## config.mk

```make
export PLATFORM = sky130hd
export DESIGN_NAME = cpu_run_ctrl
export DESIGN_NICKNAME = d
export VERILOG_FILES = /design/src/rtl/cpu_run_ctrl.sv
export SDC_FILE = /design/constraint.sdc
export NUM_CORES = 1
export LEC_CHECK = 0
export CORE_UTILIZATION = 48
export CTS_CLUSTER_DIAMETER = 100
export DETAILED_ROUTE_END_ITERATION = 16
export GPL_ROUTABILITY_DRIVEN = 0
export PLACE_DENSITY_LB_ADDON = 0.2
export SYNTH_ARGS = -nofsm -noshare
export SYNTH_HDL_FRONTEND = slang
export SYNTH_SLANG_ARGS = --single-unit
export TNS_END_PERCENT = 5
```

## constraint.sdc

```tcl
create_clock -name clk -period 4.5 [get_ports clk]
set_input_delay 1.35 -clock clk [delete_from_list [all_inputs] [get_ports clk]]
set_output_delay 1.35 -clock clk [all_outputs]
set_load 0.01 [all_outputs]
```

## src/rtl/cpu_run_ctrl.sv

```systemverilog
// cpu_run_ctrl: run controller for full_cpu bring-up.
// Sequences the core reset, counts RUN cycles and retired instructions, and
// ends the run on an ECALL retire, a store to TOHOST_ADDR or a cycle-budget
// timeout. All outputs are registered.
// Optional macro CPU_RUN_STALL_WATCHDOG_EN adds a no-retire stall watchdog
// and the stall_flag output.
module cpu_run_ctrl #(
    parameter int          RESET_CYCLES = 1,
    parameter int          MAX_CYCLES   = 10,
    parameter int          CNT_W        = 32,
    parameter logic [31:0] TOHOST_ADDR  = 32'h0000_0FFC,
    parameter int          STALL_LIMIT  = 16
) (
    input  logic             clk,
    input  logic             reset,
    input  logic             start,
    output logic             cpu_reset,
    input  logic             retire_valid,
    input  logic [31:0]      retire_instr,
    input  logic             mem_we,
    input  logic [31:0]      mem_addr,
    input  logic [31:0]      mem_wdata,
    output logic             running,
    output logic             done,
    output logic             timeout,
    output logic [31:0]      exit_code,
    output logic [CNT_W-1:0] cycle_count,
    output logic [CNT_W-1:0] instret_count
`ifdef CPU_RUN_STALL_WATCHDOG_EN
    ,
    output logic             stall_flag
`endif
);

    localparam logic [31:0] ECALL_INSTR = 32'h0000_0073;
    // Hold counter only needs to represent RESET_CYCLES-1.
    localparam int HOLD_W = (RESET_CYCLES > 1) ? $clog2(RESET_CYCLES) : 1;
    localparam logic [HOLD_W-1:0] HOLD_INIT = HOLD_W'(RESET_CYCLES - 1);
    localparam logic [CNT_W-1:0]  BUDGET_LAST = CNT_W'(MAX_CYCLES - 1);
    localparam logic [CNT_W-1:0]  CNT_MAX = '1;

    typedef enum logic [1:0] {
        S_IDLE = 2'd0,
        S_HOLD = 2'd1,
        S_RUN  = 2'd2,
        S_FIN  = 2'd3
    } state_t;

    state_t            state_q, state_d;
    logic [HOLD_W-1:0] hold_q, hold_d;
    logic [CNT_W-1:0]  cycle_q, cycle_d;
    logic [CNT_W-1:0]  instret_q, instret_d;
    logic [31:0]       exit_q, exit_d;
    logic              done_q, done_d;
    logic              timeout_q, timeout_d;
    logic              cpu_reset_q, cpu_reset_d;
    logic              running_q, running_d;

    logic              tohost_hit;
    logic              ecall_hit;
    logic              budget_hit;

`ifdef CPU_RUN_STALL_WATCHDOG_EN
    localparam int STALL_W = $clog2(STALL_LIMIT + 1);
    localparam logic [STALL_W-1:0] STALL_LAST = STALL_W'(STALL_LIMIT - 1);

    logic [STALL_W-1:0] stall_q, stall_d;
    logic               stall_flag_q, stall_flag_d;
    logic               stall_hit;

    // A stall ends the run on the cycle the no-retire count would reach the limit.
    always_comb begin
        stall_hit = !retire_valid && (stall_q == STALL_LAST);
    end
`endif

    // End-of-run events, only meaningful while in RUN.
    always_comb begin
        tohost_hit = mem_we && (mem_addr == TOHOST_ADDR);
        ecall_hit  = retire_valid && (retire_instr == ECALL_INSTR);
        budget_hit = (cycle_q == BUDGET_LAST);
    end

    // Next-state, counters and flags; outputs are derived from the next state
    // so they can be registered alongside it.
    always_comb begin
        state_d   = state_q;
        hold_d    = hold_q;
        cycle_d   = cycle_q;
        instret_d = instret_q;
        exit_d    = exit_q;
        done_d    = done_q;
        timeout_d = timeout_q;
`ifdef CPU_RUN_STALL_WATCHDOG_EN
        stall_d      = stall_q;
        stall_flag_d = stall_flag_q;
`endif
        case (state_q)
            S_IDLE, S_FIN: begin
                if (start) begin
                    state_d   = S_HOLD;
                    hold_d    = HOLD_INIT;
                    cycle_d   = '0;
                    instret_d = '0;
                    exit_d    = '0;
                    done_d    = 1'b0;
                    timeout_d = 1'b0;
`ifdef CPU_RUN_STALL_WATCHDOG_EN
                    stall_d      = '0;
                    stall_flag_d = 1'b0;
`endif
                end
            end
            S_HOLD: begin
                if (hold_q == '0) begin
                    state_d = S_RUN;
                end else begin
                    hold_d = hold_q - HOLD_W'(1);
                end
            end
            S_RUN: begin
                if (cycle_q != CNT_MAX) begin
                    cycle_d = cycle_q + CNT_W'(1);
                end
                if (retire_valid && (instret_q != CNT_MAX)) begin
                    instret_d = instret_q + CNT_W'(1);
                end
`ifdef CPU_RUN_STALL_WATCHDOG_EN
                stall_d = retire_valid ? '0 : (stall_q + STALL_W'(1));
`endif
                if (tohost_hit) begin
                    state_d = S_FIN;
                    done_d  = 1'b1;
                    exit_d  = mem_wdata;
                end else if (ecall_hit) begin
                    state_d = S_FIN;
                    done_d  = 1'b1;
                    exit_d  = '0;
`ifdef CPU_RUN_STALL_WATCHDOG_EN
                end else if (stall_hit) begin
                    state_d      = S_FIN;
                    timeout_d    = 1'b1;
                    stall_flag_d = 1'b1;
`endif
                end else if (budget_hit) begin
                    state_d   = S_FIN;
                    timeout_d = 1'b1;
                end
            end
            default: begin
                state_d = S_IDLE;
            end
        endcase

        cpu_reset_d = (state_d != S_RUN);
        running_d   = (state_d == S_RUN);
    end

    // State and output registers; reset overrides every other input.
    always_ff @(posedge clk) begin
        if (reset) begin
            state_q     <= S_IDLE;
            hold_q      <= '0;
            cycle_q     <= '0;
            instret_q   <= '0;
            exit_q      <= '0;
            done_q      <= 1'b0;
            timeout_q   <= 1'b0;
            cpu_reset_q <= 1'b1;
            running_q   <= 1'b0;
`ifdef CPU_RUN_STALL_WATCHDOG_EN
            stall_q      <= '0;
            stall_flag_q <= 1'b0;
`endif
        end else begin
            state_q     <= state_d;
            hold_q      <= hold_d;
            cycle_q     <= cycle_d;
            instret_q   <= instret_d;
            exit_q      <= exit_d;
            done_q      <= done_d;
            timeout_q   <= timeout_d;
            cpu_reset_q <= cpu_reset_d;
            running_q   <= running_d;
`ifdef CPU_RUN_STALL_WATCHDOG_EN
            stall_q      <= stall_d;
            stall_flag_q <= stall_flag_d;
`endif
        end
    end

    assign cpu_reset     = cpu_reset_q;
    assign running       = running_q;
    assign done          = done_q;
    assign timeout       = timeout_q;
    assign exit_code     = exit_q;
    assign cycle_count   = cycle_q;
    assign instret_count = instret_q;
`ifdef CPU_RUN_STALL_WATCHDOG_EN
    assign stall_flag    = stall_flag_q;
`endif

endmodule

```

* Word level (Yosys, flattened, before mapping)
Cells that the tools add are included.
W data, S select, Z words.
** Word-level totals
- Register bits :: 103
- Bits of input ports :: 101
- Output and inout bits :: 100
- Word-level logic and storage cells :: 65
** Operators by class
- $add $sub $neg :: 3
- Equal/unequal tests :: 17
- Muxes and demuxes :: 24
- Reductions and logical operators :: 12
** Operators with widths (number)
- $pmux W32 S2 :: 3
- $mux W32 :: 5
- $add A32 B1 Y32 const B :: 2
- $ne A32 B32 Y1 const B :: 2
- $eq A32 B12 Y1 const B :: 1
- $eq A32 B4 Y1 const B :: 1
- $eq A32 B7 Y1 const B :: 1
- $ne A2 B2 Y1 const B :: 7
- $mux W2 :: 5
- $reduce_and A3 Y1 :: 3
- $mux W1 :: 7
- $eq A2 B2 Y1 const B :: 3
- $pmux W1 S2 :: 3
- $pmux W2 S3 :: 1
- $reduce_and A5 Y1 :: 1
- $reduce_bool A2 Y1 :: 2
- $logic_and A1 B1 Y1 :: 3
- $ne A3 B3 Y1 const B :: 1
- $eq A2 B1 Y1 const B :: 1
- $logic_not A2 Y1 :: 1
- $reduce_and A2 Y1 :: 1
- $reduce_or A2 Y1 :: 1
- $sub A1 B1 Y1 const B :: 1

* Logic depth before layout (Yosys ltp)
- Depth after elaboration :: 6
- Mapped depth :: 10
- Mapped depth without buffers :: 8

* Worst setup path after synthesis
Ideal clock, no wire load.
- Path type :: input to register
- Start :: in mem_addr[12]
- End :: reg exit_q[10] (netlist: exit_code[10])
- Setup time :: 69 ps
- Arrival :: 3099 ps
- Data required time :: 4431 ps
- Path slack :: 1332 ps
- Stages on the path :: 7
- Buffers on the path :: 1
- Cell sequence :: or4_1 nor4_1 nand4_1 a31oi_4 buf_2 nand3_1 o21ai_1
** Between the ends
- Longest elaborated chain between the ends :: 4
** Ends and longest elaborated chain
- start, declared :: RTL line 21 : input logic [31:0] mem_addr,
- $eq A32 B12 Y1 (*) :: RTL line 79 : tohost_hit = mem_we && (mem_addr == TOHOST_ADDR);
- $logic_and A1 B1 Y1 (*) :: RTL line 79
- $ne A3 B3 Y1 (no source line) or $mux W32 (tied branches)
- $reduce_and A3 Y1 (no source line) or $pmux W32 S2 (tied branches)
- end signal, assigned :: RTL line 180 : exit_q <= exit_d;
- end, declared :: RTL line 53 : logic [31:0] exit_q, exit_d;
Every way passes the cells marked *; elsewhere a longest branch is shown, timed or not.
A chain may end at the register's enable or synchronous reset.

* Worst setup path after layout
- Start :: in start
- End :: reg cycle_q[29] (netlist: cycle_count[29])
** Between the ends
- Longest elaborated chain between the ends :: 2
** Ends and longest elaborated chain
- start, declared :: RTL line 16 : input logic start,
- $ne A2 B2 Y1 (no source line)
- $reduce_and A3 Y1 (no source line)
- end signal, assigned :: RTL line 178 : cycle_q <= cycle_d;
- end, declared :: RTL line 51 : logic [CNT_W-1:0] cycle_q, cycle_d;
No other way between the ends.

==> results.py <==
metrics = {
    "placement": {
        "place_ws_ps": 663.8,
        "portBuffers": 200,
        "hpwlAfterDp_mm": 11.99,
    },
    "yosys": {
        "postSynth.asyncResetShare_pct": 0,
        "synthDominantAreaCellType": "sky130_fd_sc_hd__dfxtp_1",
        "syn-instance-count": 634,
        "yosysUniqueCellTypes": 66,
        "yosys_most_used_dff": "sky130_fd_sc_hd__dfxtp_1",
        "yosys.area.top_type_share_pct": 39.61,
        "synth-edff-count": 0,
        "ys.warnings.count": 0,
        "post_synth.cell_area_avg_um2": 8.131,
        "synth_area_leaders": "sky130_fd_sc_hd__dfxtp_1, sky130_fd_sc_hd__nand3_1, sky130_fd_sc_hd__o21ai_0",
        "synthesis.nets": 739,
        "ys_seq_area_share_pct": 39.61,
        "mappedNetlistArea_mm2": 0.005155,
        "yosys_register_bits": 102,
    },
    "cts": {
        "cts_buffers": 9,
        "cts.sinks": 102,
        "cts_setup_buffers": 0,
        "cts_htree_levels": 3,
        "cts-resized-gates": 0,
        "tritoncts": "done",
        "buffer_type_at_the_clock_tree_root": "sky130_fd_sc_hd__clkbuf_8",
        "holdBufCountCts": 0,
        "max-clock-path-buffers": 2,
        "clk-insertion-delay-late_ps": 380,
        "worst_setup_hold_path_clk_slew_ps": 100,
    },
    "sta": {
        "max_slew_margin_pct": 50.95,
        "final-hold-violation-count": 0,
        "clock_skew_ps": 11.15,
        "finalSetupViolCount": 0,
        "least_margin_pin_slew_ps": 733.0,
        "rsz0062_at_grt": "no",
        "finalCritPeriodShare_pct": 76.65,
        "drv_slew": 0,
        "setup_slack_ps": 1051,
        "fmaxAchievable_mhz": 289.9,
        "setup-tns-final_ps": 0,
        "finalHoldWorstSlack_ps": 472.9,
        "period_minus_slack_ps": 3449,
    },
    "global_routing": {
        "antenna_found_initial": 0,
        "first_global_vias": 5328,
        "gr-usage-all-layers_pct": 28.63,
        "pin_count_of_the_biggest_net_entering_global_routing": 65,
        "first_pass_grt_wire_length_mm": 25.63,
        "overflow": 0,
    },
    "critical_path": {
        "worstSetupStartpointType": "primary input",
        "worst_r2r_path_depth": 8,
        "worstPathRequired_ps": 4780,
        "crit_path_end_kind": "register",
        "worst-path-max-fanout": 11,
        "critical_path_class": "primary input to register",
        "data_arrival_at_the_endpoint_of_the_critical_path_ps": 3730,
    },
    "power": {
        "power.static_leakage_nw": 2.397,
        "power.ir.vdd_worst_mv": 0.3898,
        "powerDensity_mw_per_mm2": 299.3,
    },
    "floorplan": {
        "floorplan.die.width_um": 105.6,
        "fp-row-count": 37,
        "floorplan.io_pins": 201,
        "die_height_um": 105.6,
        "die_area_mm2": 0.01116,
        "core_area_mm2": 0.01037,
        "start_util_pct": 49.71,
    },
    "min_path": {
        "min_path_type": "register to register",
        "min_delay_path_depth": 2,
    },
    "cells_and_area": {
        "mostFrequentLayoutCell": "sky130_fd_sc_hd__clkdlybuf4s50_1",
        "area_delta_synth_final_pct": 45.00,
        "antennaDiodeCount": 0,
        "final_layout_size_suffix_gt1_share_pct": 4.946,
        "design.final.nets": 929,
        "final_cell_mix": "sky130_fd_sc_hd__clkdlybuf4s50_1, sky130_fd_sc_hd__dfxtp_1, sky130_fd_sc_hd__nand3_1, sky130_fd_sc_hd__nor2_1, sky130_fd_sc_hd__nand2_1",
    },
    "outcome": {
        "outcome": "complete, no violations",
    },
    "detailed_routing": {
        "route.detailed.drc": 0,
        "antenna_violating_nets_post_route": 0,
        "via_per_inst": 5.949,
        "postRouteWirelength_mm": 16.24,
        "iter_0_drt_violations": 400,
        "wl_per_cell_um": 16.83,
        "drt_first_pass_iters": 5,
        "via_count": 5741,
    },
    "run": {
        "cap_viol_max_count": 0,
    },
}
final timing paths:
path                              start                      endpoint  slack [ps]
max                               start  cycle_count[29]$_SDFFE_PP0P_        1050
max reg2reg       state_q[0]$_SDFF_PP0_  cycle_count[29]$_SDFFE_PP0P_        1670
min          exit_code[10]$_SDFFE_PP0P_    exit_code[10]$_SDFFE_PP0P_         470
min reg2reg  exit_code[10]$_SDFFE_PP0P_    exit_code[10]$_SDFFE_PP0P_         470
stage by stage:
step	instances	cell area (µm²)	total power, W	utilization [%]
finish	965	7475	0.002237	72.08
global placement	949	7293	0.001667	70.33
floorplan	634	5155	0.001412	-
detailed placement	949	7293	0.001688	70.33
global route	965	7475	0.002340	72.08
CTS	965	7475	0.002233	72.08
layer usage:
metal	vias to the layer above	wire length, µm	track usage [%]
met2	338	7805	49.15
met3	36	1556	4.638
met5	-	0	0
met4	0	414	13.79
met1	2648	6467	34.84
li1	2719	-	-
registers in the layout, summed over array words and instances (netlist names):
| signal | cells |
|---|---|
| exit_code | 32 |
| state_q | 2 |
| done | 1 |
| cycle_count | 32 |
| timeout | 1 |
| instret_count | 32 |
| cpu_reset | 1 |
| running | 1 |
cell type report:
class	instances	area, µm²
fill	820	2895
multi-input combinational	491	2950
clock buffer	12	145.1
clock inverter	4	36.28
inverter	9	33.78
timing repair buffer	211	2097
tap	136	170.2
sequential	102	2042
worst max-delay path: stages:
cell	delay [ps]
sky130_fd_sc_hd__clkdlybuf4s50_1	490
sky130_fd_sc_hd__mux2_2	300
sky130_fd_sc_hd__and3_1	420
sky130_fd_sc_hd__a21boi_0	650
sky130_fd_sc_hd__nand4_1	240
sky130_fd_sc_hd__xor2_1	220
sky130_fd_sc_hd__nor2_1	50
cell families (layout without fill, tap and decap cells):
family,Yosys count,after routing,synth area share (%)
compound gates,128,128,15.95
fa+ha+maj,4,4,0.9709
mux,4,4,0.8010
simple gates,326,326,34.42
buf+inv,41,236,3.325
xor+xnor,29,29,4.927
flops,102,102,39.61
synthesized netlist by cell type (all sizes together) (2+ instances only):
library cell  instances
ha                    4
o2111ai               5
o211ai               10
o21a                  4
nand4                27
and2                  7
o21ai                51
nand3                65
o31ai                 2
a311oi                2
xnor2                11
nand2b               35
or4                  10
a31oi                14
nor3b                 2
buf                   8
mux2i                 3
clkbuf               24
nor4b                 7
nor2                 53
and4                  7
nor3                 18
a41oi                 2
nor4                 19
a211oi                2
nand2                47
and3                 15
a21oi                21
dfxtp               102
or3                   6
xor2                 18
nand3b                2
inv                   9
power breakdown:
part / leakage, nW / internal [W] / switching (W) / total [W]
sequential: 0.822 / 0.000926 / 0.0000156 / 0.000941
clock: 0.0895 / 0.000225 / 0.000335 / 0.000560
combinational: 1.48 / 0.000262 / 0.000474 / 0.000736
total: 2.40 / 0.00141 / 0.000824 / 0.00224
No activity file was read; power rests on OpenSTA's default activity.
